$ cat config.mk
export PLATFORM = sky130hd
export DESIGN_NAME = or32x1_reg
export DESIGN_NICKNAME = d
export VERILOG_FILES = /design/src/rtl/or32x1_pkg.sv /design/src/rtl/or32x1_scan.sv /design/src/rtl/or32x1_reg.sv
export SDC_FILE = /design/constraint.sdc
export NUM_CORES = 1
export LEC_CHECK = 0
export BUFFER_PORTS_ARGS = -buffer_cell sky130_fd_sc_hd__buf_2
export CAP_MARGIN = 15
export CORE_MARGIN = 5
export CORE_UTILIZATION = 30
export DETAILED_ROUTE_END_ITERATION = 10
export PLACE_DENSITY = 0.57
export RECOVER_POWER = 25
export SLEW_MARGIN = 20
export SYNTH_ARGS = -nofsm -noshare
export SYNTH_HDL_FRONTEND = slang
export SYNTH_HIERARCHICAL = 1
export SYNTH_SLANG_ARGS = --single-unit
export TNS_END_PERCENT = 30
$ cat constraint.sdc
create_clock -name clk -period 0.8 [get_ports clk]
set_input_delay 0.08 -clock clk [delete_from_list [all_inputs] [get_ports clk]]
set_output_delay 0.08 -clock clk [all_outputs]
set_load 0.02 [all_outputs]
$ cat src/rtl/or32x1_pkg.sv
// or32x1 shared definitions
// Widths and the combined-vector type.
package or32x1_pkg;
  localparam int HALF_W = 16;
  localparam int VEC_W  = 2 * HALF_W;
  localparam int IDX_W  = 5;
  localparam int CNT_W  = 6;

  typedef logic [VEC_W-1:0] vec_t;
endpackage

$ cat src/rtl/or32x1_scan.sv
// or32x1 combinational scan
// OR, lowest set bit and popcount of one vector.
module or32x1_scan
  import or32x1_pkg::*;
(
  input  vec_t             v,
  output logic             any,
  output logic [IDX_W-1:0] idx,
  output logic [CNT_W-1:0] cnt
);

  // Downward scan so the last hit is the lowest bit.
  always_comb begin
    any = |v;
    idx = '0;
    cnt = '0;
    for (int i = VEC_W - 1; i >= 0; i--) begin
      if (v[i]) idx = IDX_W'(i);
    end
    for (int i = 0; i < VEC_W; i++) begin
      cnt = cnt + CNT_W'(v[i]);
    end
  end

endmodule

$ cat src/rtl/or32x1_reg.sv
// or32x1 registered reduction top
// Qualifies input, registers scan results, keeps sticky flag.
module or32x1_reg
  import or32x1_pkg::*;
(
  input  logic              clk,
  input  logic              rst,
  input  logic              in_valid,
  input  logic [HALF_W-1:0] or_input0,
  input  logic [HALF_W-1:0] or_input1,
  input  logic              sticky_clr,
  output logic              or_output,
  output logic              out_valid,
  output logic [IDX_W-1:0]  set_index,
  output logic [CNT_W-1:0]  set_count,
  output logic              sticky_or
);

  vec_t             v;
  logic             any;
  logic [IDX_W-1:0] idx;
  logic [CNT_W-1:0] cnt;
  logic             set_ev;

  // Data gated by in_valid so idle X never reaches the scan.
  always_comb begin
    v      = in_valid ? {or_input1, or_input0} : '0;
    set_ev = in_valid & any;
  end

  or32x1_scan u_scan (
    .v   (v),
    .any (any),
    .idx (idx),
    .cnt (cnt)
  );

  // Result registers load on valid and hold otherwise.
  always_ff @(posedge clk or posedge rst) begin
    if (rst) begin
      or_output <= 1'b0;
      out_valid <= 1'b0;
      set_index <= '0;
      set_count <= '0;
    end else begin
      out_valid <= in_valid;
      if (in_valid) begin
        or_output <= any;
        set_index <= idx;
        set_count <= cnt;
      end
    end
  end

  // Sticky flag; a set event beats a same-cycle clear.
  always_ff @(posedge clk or posedge rst) begin
    if (rst) begin
      sticky_or <= 1'b0;
    end else if (set_ev) begin
      sticky_or <= 1'b1;
    end else if (sticky_clr) begin
      sticky_or <= 1'b0;
    end
  end

endmodule

# Word-level counts from Yosys, hierarchy flattened
# Index checks and enable logic that the tools add are counted.
# totals
input_bits,36
elab_cells,74
regBits,14
# op_classes
n_bitwise,1
n_addsub,31
n_mux,35
n_reduce_logical,2
# op_table
op,count
6-bit by 1-bit adder with 6-bit output,30
5-bit two-way mux,32
32-bit two-way mux,1
32-bit OR reduction,1
1-bit by 1-bit adder with 2-bit output,1
1-bit two-way mux,2
2-bit nonzero test,1
1-bit AND,1

# Depth between registers and ports, before layout
# depth
word_depth,33
mapped_depth,21
depth_no_buf,19

# Modules after synthesis
# The synthesis kept the hierarchy.
# by_module_without_submodules
mod,seq_area_each_um2,area_each_um2,n_inst,cells_per_inst
or32x1_scan,0.0,1142.3,1,140
or32x1_reg,350.3,767.0,1,68

# Worst setup path after synthesis
# No wires, ideal clock.
# synth_timing
path_type,input-to-reg
from,in in_valid
to,reg set_count[4]
path_stages,21
path_slack_ns,-4.094
required_ns,0.675
t_arrival_ns,4.769
setup_time_ns,0.125
n_path_buf,2
cell_sequence,buf_6 clkbuf_1 and2_1 fa_1 fa_1 inv_1 fa_1 inv_1 fa_1 fa_1 inv_1 fa_1 inv_1 ha_1 inv_1 fa_1 inv_1 a21o_1 a21oi_1 xnor2_1 mux2_4
# synth_via
elab_cells_between_ends,32
cone_classes,add/sub (31); mux (1)
# synth_rtl
element,line,text
"start, declared",or32x1_reg.sv:8,"input logic in_valid,"
32-bit two-way mux,or32x1_reg.sv:27,"v = in_valid ? {or_input1, or_input0} : '0;"
net v[25],or32x1_reg.sv:19,vec_t v;
6-bit by 1-bit adder with 6-bit output (7 in a row),or32x1_scan.sv:21,cnt = cnt + CNT_W'(v[i]);
net cnt[4],or32x1_reg.sv:22,logic [CNT_W-1:0] cnt;
"end signal, assigned",or32x1_reg.sv:50,set_count <= cnt;
"end, declared",or32x1_reg.sv:15,"output logic [CNT_W-1:0] set_count,"
# The timed path passes the listed nets, and every way through them passes these cells.
# A chain may end at the register's enable or synchronous reset.

# Worst setup path in the final report
# layout_timing
from,in in_valid
to,reg set_count[4]
# layout_via
elab_cells_between_ends,32
cone_classes,add/sub (31); mux (1)
# layout_rtl
element,line
32-bit two-way mux,or32x1_reg.sv:27
net v[21],or32x1_reg.sv:19
6-bit by 1-bit adder with 6-bit output (11 in a row),or32x1_scan.sv:21
net cnt[4],or32x1_reg.sv:22
# The timed path passes the listed nets, and every way through them passes these cells.

==> results_dict.tcl <==
set metrics [dict create \
    cts_made_buffers 3 \
    routed_wl_um 5490 \
    worstRegToRegCells 1 \
    synth_cell_types 38 \
    status "finished, violations left" \
    dp_slack_ps -4230 \
    p_switching_w 0.00304 \
    cp-end-kind "register" \
    avgSynthCellArea_um2 9.18 \
    vias 1846 \
    cp_max_fo 7 \
    start_util_pct 30.4 \
    maxCapViolCount 0 \
    grt_overflow 0 \
    startpoint_type "primary input" \
    reg2reg_slack_ps 20 \
    fin_crit_ps 4480 \
    period_share_pct 560 \
    grt_max_degree 15 \
    io_buffer_count 49 \
    p_int_w 0.00480 \
    cts_root_buf "clkbuf_8" \
    clkSinkCount 14 \
    pwr-share-comb_pct 79.1 \
    ir_worst_vdd_mv 2.02 \
    critical_path_class "in2reg" \
    ys_seq_elements 14 \
    drt_iter0_markers 93 \
    antennaDiodeCount 0 \
    critPathArrivalTime_ps 4610 \
    grt_usage_pct 13.3 \
    synth_fa_ha_area_share_pct 30.4 \
    critPathMostFrequentCell "fa_1" \
    place_area_um2 2650 \
    avgRoutedWirePerCell_um 14.0 \
    syn-num-nets 276 \
    finalPower_w 0.00784 \
    routed_via_density 4.70 \
    clock_path_buffers 2 \
    cts.clk_slew.worst_paths_ps 60 \
    h-tree-depth 1 \
    violations "setup timing" \
    synthCells 208 \
    crit_required_ps 930 \
    async_flop_share_pct 100 \
    setup_slack_ps -3680 \
    io_pins 50 \
    rows 29 \
    hpwl_um 4230 \
    final_common_cell "buf_4" \
    dieArea_um2 8060 \
    cpMaxStageDelayCell "fa_2" \
    power_frac_clock_pct 8.6 \
    antenna_found_initial 0 \
    drv_slew 0 \
    place.gp.congestion 0.901 \
    hold_ws_ps 7.33 \
    cts_tree "done" \
    synth.area.top_cells "fa_1 (25%), dfrtp_1 (18%), and2_1 (10%)" \
    worstMarginPinSlew_ps 417 \
    slew_headroom_pct 71.9 \
    syn_to_final_growth_pct 58.7 \
    synth-xor-area-share_pct 1.38 \
    grt_pass1_vias 1969 \
    hold_path_class "in2reg" \
    setup_viol 27 \
    leakage_nw 1.56 \
    synth_edf_count 0 \
    synth_compound_area_share_pct 9.44 \
    final_cell_mix "buf_4 (50), buf_2 (47), inv_1 (38)" \
    worstReg2RegEnd "set_count[4]" \
    grt_first_pass_wirelength_um 8940 \
    holdPathStages 2 \
    clk_latency_ps 240 \
    synthMuxAreaShare_pct 7.67 \
    crit_chain "buf_16 > and2_4 > fa_1 > fa_2 > inv_1 > fa_1 > inv_2 > fa_2 > fa_1 > inv_1 > fa_1 > inv_2 > ha_4 > inv_2 > fa_2 > inv_1 > a21o_1 > a21oi_2 > xnor2_1 > mux2_4" \
    r2r-start "set_count[4]" \
    nNetsFinal 385 \
    synth_top_cell_by_area "fa_1" \
    min_to "sticky_or" \
    ant_nets 0 \
    drc 0 \
    drt-pass1-iter-count 4 \
    fillers 600 \
    synth_area_um2 1910 \
    synth_top_area_share_pct 25.2 \
    finalHoldViolations 0 \
    rsz0062_at_grt "yes" \
    synth_simple_gate_area_share_pct 22.1 \
    fp.coreArea_um2 6280 \
    drive_gt1_share_pct 55.1 \
    die_y_um 89.8 \
    yosysWarnings 6 \
    hp-start "sticky_clr" \
    fin_area_um2 3030 \
    power_density_nw_per_um2 2590 \
    synth_top_family_by_area "adder cells" \
    clock.fmax_ghz 0.223 \
    die_width_um 89.8 \
    skew_ps 0 \
    seq_power_share_pct 12.3 \
    max_stage_delay_ps 540 \
    sw_frac_of_total_pct 38.8 \
    ys_seq_area_share_pct 18.3 \
    synth_flop_cell "dfrtp_1" \
]
## layer usage
layer  routed length (um)  part of all wire, %  up-vias  GRT usage, %
li1                     -                    -      898             -
met1                 2260                   41      889          15.9
met2                 2810                   51       44          25.0
met3                  230                  4.2       15          2.59
met4                  191                  3.5        0          1.89
met5                    0                    0        -             0
## cell families after synthesis
group | Yosys count
buf+inv | 47
xor+xnor | 3
compound gates | 28
fa+ha+maj | 32
mux | 11
simple gates | 73
flops | 14
## state kept, by name, indices dropped and copies added, names as in the netlist
name       count
or_output      1
out_valid      1
set_count      6
set_index      5
sticky_or      1
## metrics by stage
step | instances | utilization [%] | TNS (ps)
floorplan | 208 | - | -28290
global placement | 383 | 42.2 | -34200
detailed placement | 383 | 42.2 | -34380
CTS | 392 | 46.3 | -27690
global route | 393 | 48.3 | -29070
finish | 393 | 48.3 | -27300
## critical path: cells and delay by family
family | cells | cell delay, ps
AO/OA/AOI/OAI | 2 | 180
XOR/XNOR | 1 | 120
AND/OR/NAND/NOR | 1 | 140
buffers and inverters | 7 | 460
adder cells (fa/ha/maj) | 8 | 3380
multiplexers | 1 | 250
## cells in the mapped netlist, types with 3 or more instances
| cell type | number |
|---|---|
| ha_1 | 8 |
| inv_1 | 42 |
| nor2_1 | 12 |
| fa_1 | 24 |
| mux2_2 | 5 |
| nor4_1 | 5 |
| mux2_4 | 6 |
| a21oi_1 | 9 |
| o21ai_0 | 6 |
| nand2_1 | 6 |
| nor3_1 | 5 |
| xnor2_1 | 3 |
| and2_1 | 32 |
| dfrtp_1 | 14 |
| nand3_1 | 3 |
## timing repair
| action | in CTS | in global routing |
|---|---|---|
| resized for setup | 31 | 33 |
| buffers inserted | 2 | 1 |
| endpoints found under the hold margin | 14 | 0 |
| hold buffers | 1 | 0 |
| pin swaps | 12 | 12 |
| setup endpoints to repair | 27 | 27 |
| cloned | 2 | 0 |
## area by class of cell
type,instances,area (um2),share of cell area [%]
multi-input combinational,147,1580,52.1
timing repair buffer,109,791,26.1
sequential,14,350,11.6
inverter,42,158,5.20
tap,77,96.3,3.18
clock buffer,4,55.1,1.82
## worst max-delay path by stage
stage,start,slack (ps),endpoint,cells after the start
finish,in_valid,-3680,set_count[4],20
global route,in_valid,-3870,set_count[4],20
CTS,in_valid,-3690,set_count[4],20
detailed placement,in_valid,-4230,set_count[4],20
global placement,in_valid,-4180,set_count[4],20
floorplan,in_valid,-3910,set_count[4],21
## power groups by stage
stage	Sequential, W	Combinational [W]	Clock, W
2_1_floorplan	0.00116	0.00359	0
3_3_place_gp	0.000979	0.00558	0
6_report	0.000967	0.00620	0.000672
5_1_grt	0.000982	0.00704	0.000723
4_1_cts	0.000968	0.00620	0.000695
3_5_place_dp	0.000978	0.00566	0
(Power assumes the default switching activity.)
